===== src/rtl/bcd_calc_pkg.sv =====
// Shared constants, state encoding and BCD helpers for the two-digit BCD calculator.
// Key codes 14 and 15 are reserved and have no named constant here.
package bcd_calc_pkg;

  localparam int DIGIT_W = 4;

  localparam logic [DIGIT_W-1:0] KEY_ADD = 4'd10;
  localparam logic [DIGIT_W-1:0] KEY_SUB = 4'd11;
  localparam logic [DIGIT_W-1:0] KEY_EQ  = 4'd12;
  localparam logic [DIGIT_W-1:0] KEY_CLR = 4'd13;

  typedef enum logic [2:0] {
    ENTER_A = 3'd0,
    ENTER_B = 3'd1,
    EXEC    = 3'd2,
    SHOW    = 3'd3,
    ERROR   = 3'd4
  } state_e;

  // Two BCD digits to a binary value in the range 0..99.
  function automatic logic [7:0] bcd_to_bin(input logic [DIGIT_W-1:0] tens,
                                            input logic [DIGIT_W-1:0] ones);
    return ({4'd0, tens} * 8'd10) + {4'd0, ones};
  endfunction

endpackage


===== src/rtl/bcd_addsub_2digit.sv =====
// Combinational two-digit BCD add/subtract with an out-of-range flag.
// An out-of-range result is forced to 00 so the controller can register it directly.
module bcd_addsub_2digit
  import bcd_calc_pkg::*;
(
  input  logic [DIGIT_W-1:0] a_tens_i,
  input  logic [DIGIT_W-1:0] a_ones_i,
  input  logic [DIGIT_W-1:0] b_tens_i,
  input  logic [DIGIT_W-1:0] b_ones_i,
  input  logic               sub_i,
  output logic [DIGIT_W-1:0] res_tens_o,
  output logic [DIGIT_W-1:0] res_ones_o,
  output logic               range_err_o
);

  logic [7:0] a_bin;
  logic [7:0] b_bin;
  logic [7:0] raw;

  always_comb begin
    a_bin       = bcd_to_bin(a_tens_i, a_ones_i);
    b_bin       = bcd_to_bin(b_tens_i, b_ones_i);
    raw         = 8'd0;
    range_err_o = 1'b0;
    if (sub_i) begin
      range_err_o = (b_bin > a_bin);
      raw         = a_bin - b_bin;
    end else begin
      raw         = a_bin + b_bin;
      range_err_o = (raw > 8'd99);
    end
    if (range_err_o) begin
      raw = 8'd0;
    end
    res_tens_o = 4'(raw / 8'd10);
    res_ones_o = 4'(raw % 8'd10);
  end

endmodule


===== src/rtl/bcd_calc_controller.sv =====
// Keypad-driven controller for the two-digit BCD calculator: operand entry,
// one-cycle execute, result display, error recovery and optional result chaining.
module bcd_calc_controller
  import bcd_calc_pkg::*;
#(
  parameter logic CHAIN_EN = 1'b1
) (
  input  logic               clk,
  input  logic               rst,
  input  logic               key_valid,
  input  logic [DIGIT_W-1:0] key_code,
  output logic               key_ready,
  output logic [DIGIT_W-1:0] a_tens,
  output logic [DIGIT_W-1:0] a_ones,
  output logic [DIGIT_W-1:0] b_tens,
  output logic [DIGIT_W-1:0] b_ones,
  output logic               op_sub,
  output logic [DIGIT_W-1:0] res_tens,
  output logic [DIGIT_W-1:0] res_ones,
  output logic               res_valid,
  output logic               err,
  output logic [2:0]         state_o
);

  state_e             state_q;
  logic [DIGIT_W-1:0] a_tens_q, a_ones_q, b_tens_q, b_ones_q;
  logic [DIGIT_W-1:0] res_tens_q, res_ones_q;
  logic               op_sub_q, res_valid_q, err_q, key_ready_q;

  logic [DIGIT_W-1:0] res_tens_d, res_ones_d;
  logic               err_d;

  logic accept, is_digit, is_op;

  assign accept   = key_valid && key_ready_q;
  assign is_digit = (key_code <= 4'd9);
  assign is_op    = (key_code == KEY_ADD) || (key_code == KEY_SUB);

  bcd_addsub_2digit u_addsub (
    .a_tens_i   (a_tens_q),
    .a_ones_i   (a_ones_q),
    .b_tens_i   (b_tens_q),
    .b_ones_i   (b_ones_q),
    .sub_i      (op_sub_q),
    .res_tens_o (res_tens_d),
    .res_ones_o (res_ones_d),
    .range_err_o(err_d)
  );

  // key_ready drops only while the registered operands settle through the unit (EXEC).
  always_ff @(posedge clk) begin
    if (rst || (accept && key_code == KEY_CLR)) begin
      state_q     <= ENTER_A;
      a_tens_q    <= '0;
      a_ones_q    <= '0;
      b_tens_q    <= '0;
      b_ones_q    <= '0;
      res_tens_q  <= '0;
      res_ones_q  <= '0;
      op_sub_q    <= 1'b0;
      res_valid_q <= 1'b0;
      err_q       <= 1'b0;
      key_ready_q <= 1'b1;
    end else begin
      case (state_q)
        ENTER_A: begin
          if (accept && is_digit) begin
            a_tens_q <= a_ones_q;
            a_ones_q <= key_code;
          end else if (accept && is_op) begin
            op_sub_q <= (key_code == KEY_SUB);
            b_tens_q <= '0;
            b_ones_q <= '0;
            state_q  <= ENTER_B;
          end
        end
        ENTER_B: begin
          if (accept && is_digit) begin
            b_tens_q <= b_ones_q;
            b_ones_q <= key_code;
          end else if (accept && is_op) begin
            op_sub_q <= (key_code == KEY_SUB);
          end else if (accept && key_code == KEY_EQ) begin
            state_q     <= EXEC;
            key_ready_q <= 1'b0;
          end
        end
        EXEC: begin
          res_tens_q  <= res_tens_d;
          res_ones_q  <= res_ones_d;
          err_q       <= err_d;
          res_valid_q <= !err_d;
          state_q     <= err_d ? ERROR : SHOW;
          key_ready_q <= 1'b1;
        end
        SHOW, ERROR: begin
          // A fresh digit starts a new calculation from either terminal state.
          if (accept && is_digit) begin
            a_tens_q    <= '0;
            a_ones_q    <= key_code;
            b_tens_q    <= '0;
            b_ones_q    <= '0;
            res_tens_q  <= '0;
            res_ones_q  <= '0;
            res_valid_q <= 1'b0;
            err_q       <= 1'b0;
            state_q     <= ENTER_A;
          end else if (accept && is_op && CHAIN_EN && state_q == SHOW) begin
            a_tens_q    <= res_tens_q;
            a_ones_q    <= res_ones_q;
            b_tens_q    <= '0;
            b_ones_q    <= '0;
            op_sub_q    <= (key_code == KEY_SUB);
            res_valid_q <= 1'b0;
            state_q     <= ENTER_B;
          end
        end
        default: state_q <= ENTER_A;
      endcase
    end
  end

  assign key_ready = key_ready_q;
  assign a_tens    = a_tens_q;
  assign a_ones    = a_ones_q;
  assign b_tens    = b_tens_q;
  assign b_ones    = b_ones_q;
  assign op_sub    = op_sub_q;
  assign res_tens  = res_tens_q;
  assign res_ones  = res_ones_q;
  assign res_valid = res_valid_q;
  assign err       = err_q;
  assign state_o   = state_q;

endmodule


===== config.mk =====
export PLATFORM = sky130hd
export DESIGN_NAME = bcd_calc_controller
export DESIGN_NICKNAME = d
export VERILOG_FILES = /design/src/rtl/bcd_calc_pkg.sv /design/src/rtl/bcd_addsub_2digit.sv /design/src/rtl/bcd_calc_controller.sv
export SDC_FILE = /design/constraint.sdc
export NUM_CORES = 1
export LEC_CHECK = 0
export ABC_AREA = 1
export CORE_AREA = 4 4 96 98
export CTS_CLUSTER_DIAMETER = 50
export DETAILED_ROUTE_END_ITERATION = 8
export DIE_AREA = 0 0 100 102
export PLACE_DENSITY = 0.6
export SLEW_MARGIN = 20
export SYNTH_ARGS = -nofsm -noshare
export SYNTH_HDL_FRONTEND = slang
export SYNTH_SLANG_ARGS = --single-unit

===== constraint.sdc =====
create_clock -name clk -period 4.6 [get_ports clk]
set_input_delay 1.38 -clock clk [delete_from_list [all_inputs] [get_ports clk]]
set_output_delay 1.38 -clock clk [all_outputs]
set_load 0.02 [all_outputs]

==> impl_metrics.csv <==
group,metric,value,unit
yosys,ys_seq_area_share,19.08,%
worst_setup_path,cp.required,4.74,ns
worst_setup_path,cp-start-kind,"flop",
final_layout,nFillCells,792,
clock_network,cts_max_level,2,
clock_network,insertion_delay,0.29,ns
pwr,p_comb_share,67.5,%
yosys,yosysWarnings,0,
worst_setup_path,crit_path_top_delay_cell,"fa_2",
global_routing,grt_pass1_vias,3463,
routing,drtIter0Drc,117,
clock_network,root_buffer,"clkbuf_8",
placed_design,place_inst,660,
clock_network,tritoncts.num_buffers,5,
routing,wirelength,9.301,mm
yosys,netlist_instances,490,
flow_run,cap_viol_max_count,0,
global_routing,grt_max_degree,24,
routing,drc,0,
yosys,synth_area_leader_cell,"dfxtp_1",
pwr,totalPowerFinal,0.001651,W
routing,avgRoutedWirePerCell,13.56,um
pwr,p_sw,0.0007516,W
min_path,hold_path.class,"reg -> reg",
final_layout,drive_gt1_share,33.39,%
placed_design,io_buffers,37,
final_layout,syn_to_final_growth,44.27,%
worst_setup_path,critical_path_arrival,4.73,ns
routing,vias_per_cell,5.052,
floorplanning,initial_core_util,38.43,%
sta,period_share,99.92,%
floorplanning,coreArea,8466,um^2
clock_network,clk_pin_slew,0.07,ns
worst_setup_path,end_kind,"flop",
yosys,synth_fp_nets,533,
sta,tns,0,ns
sta,max_freq,217.6,MHz
yosys,synth_area,3253,um^2
yosys,synth.area.top_cells,"dfxtp_1 19%, nand2_1 14%, ha_1 12%, inv_1 7.4%, nand3_1 6.6%",
pwr,ir_drop,0.0002774,V
clock_network,clockBufferDepth,2,
sta,min_period,4.596,ns
final_layout,final_cells,686,
routing,postRouteAntennaNets,0,
final_layout,final_common_cell,"nand2_1",
sta,fin_skew,0.002264,ns
pwr,p_clk_share,14.6,%
routing,vias,3466,
sta,worstMarginPinSlew,0.7953,ns
floorplanning,io_pins,38,
pwr,p_per_area,351.7,nW/um^2
routing,drtPass1Iterations,4,
sta,finalMaxSlewViolations,0,
min_path,hold_depth,2,
final_layout,diodes,0,
yosys,ys_ff_latch,31,
clock_network,clock_sinks,31,
sta,setup_viol,0,
worst_setup_path,critPathKind,"reg -> reg",
worst_setup_path,critPathMaxStageDelay,0.55,ns
floorplanning,die_y,102,um
floorplanning,rows,34,
outcome,status,"finished clean",
worst_setup_path,cp_common_cell,"nand2_1",
yosys,avgSynthCellArea,6.639,um^2
final_layout,most-common-layout-cells,"101 x nand2_1, 59 x inv_1, 52 x buf_4",
pwr,power.leakage,2.165,nW
yosys,synth_cell_type_count,42,
final_layout,nets,620,
pwr,switching_share,45.53,%
placed_design,gp_congestion,0.8950,
global_routing,track_usage,18.58,%
pwr,cell_internal_pwr,0.0008992,W
clock_network,cts_tree,"yes",
worst_setup_path,path_max_fanout,5,
floorplanning,die_x,100,um
sta,slew_headroom,46.92,%
global_routing,grt_pass1_wl,15.54,mm
placed_design,dp_hpwl,6.923,mm
pwr,seq_power_share,17.9,%
sta,finalHoldViolCount,0,
global_routing,overflow,0,
yosys,synth_top_area_share,19.08,%
worst_setup_path,r2r_cells,35,
global_routing,antenna_found_initial,0,
sta,rsz0062_at_grt,"true",
floorplanning,die_area,10200,um^2
state kept, by name, summed over array words and instances (netlist names):
signal,count
a_ones,4
state_o,3
res_ones,4
a_tens,4
res_tens,4
b_tens,4
res_valid,1
b_ones,4
key_ready,1
err,1
op_sub,1
path summary, 6_finish.rpt:
path | from | endpoint | slack (ns)
setup / recovery | b_tens[1]$_SDFFE_PP0P_ | res_ones[3]$_SDFFE_PP0P_ | 0.004
hold / removal | err$_SDFFE_PP0P_ | err$_SDFFE_PP0P_ | 0.47
setup reg to reg | b_tens[1]$_SDFFE_PP0P_ | res_ones[3]$_SDFFE_PP0P_ | 0.004
hold reg to reg | err$_SDFFE_PP0P_ | err$_SDFFE_PP0P_ | 0.47
worst max-delay path: cells and delay by family (launching register included):
| kind | cells | cell delay (ns) |
|---|---|---|
| simple gates | 24 | 2.17 |
| buf+inv | 4 | 0.37 |
| fa+ha+maj | 4 | 1.26 |
| flops | 1 | 0.34 |
| compound gates | 1 | 0.06 |
| xor+xnor | 2 | 0.25 |
synth_stat cells, drive strengths merged:
| library cell | number |
|---|---|
| nand2 | 148 |
| inv | 75 |
| nand3 | 48 |
| a21oi | 39 |
| nor2 | 34 |
| dfxtp | 31 |
| ha | 30 |
| o21ai | 14 |
| xor2 | 13 |
| nand4 | 11 |
| buf | 7 |
| a31oi | 6 |
| fa | 6 |
| a22oi | 4 |
| nor3 | 4 |
| xnor2 | 4 |
| clkbuf | 3 |
| a211oi | 2 |
| nand3b | 2 |
| o22ai | 2 |
| a21o | 1 |
| a221oi | 1 |
| mux2i | 1 |
| o2111ai | 1 |
| o211ai | 1 |
| o21a | 1 |
| o21bai | 1 |
per-stage QoR:
stage,hold WS [ns],utilization [%],setup slack [ns],cell area (um^2)
2_1_floorplan,0.5244,-,0.03147,3256
3_3_place_gp,0.4570,46.75,-0.08399,3958
3_5_place_dp,0.4607,46.75,-0.1937,3958
4_1_cts,0.4738,51.83,0.0001372,4388
5_1_grt,0.4956,55.44,-0.3361,4693
6_report,0.4747,55.44,0.003594,4693
cells by family (layout without fill, tap and decap cells):
family | Yosys count | after routing | share of synthesized area [%]
muxes | 1 | 1 | 0.3077
xor gates and xnor gates | 17 | 17 | 4.808
AOI/OAI and AO/OA | 73 | 73 | 13.69
and+or+nand+nor | 247 | 247 | 36.04
DFF | 31 | 31 | 19.08
buffers and inverters | 85 | 173 | 10.85
adders and majority gates | 36 | 36 | 15.23
routing by layer:
metal	GRT usage, %	part of all wire, %
met1	22.63	44
met2	34.27	51
met3	2.253	2.4
met4	5.596	2.3
met5	0	0
layout make-up:
class	instances	area (um^2)	share of cell area, %
clock buffer	8	100.1	2.133
inverter	75	294.0	6.265
multi-input combinational	374	2756	58.73
sequential	31	626.9	13.36
tap	108	135.1	2.879
timing repair buffer	90	780.7	16.64
power groups by stage:
stage	clock [W]	combinational [W]	sequential (W)
after detailed placement	0	0.000845	0.000299
after CTS	0.000245	0.000922	0.000293
after global routing	0.000259	0.00123	0.000297
after global placement	0	0.000831	0.000299
final	0.000241	0.00111	0.000296
after floorplan	0	0.000619	0.000311
repair_timing:
action	in CTS	in global routing
hold endpoints to repair	0	0
resized for setup	45	59
cloned	0	0
hold buffers	0	0
setup endpoints to repair	4	4
pin swaps	28	34
buffers inserted	15	3
Power figures use the tool's default switching activity.
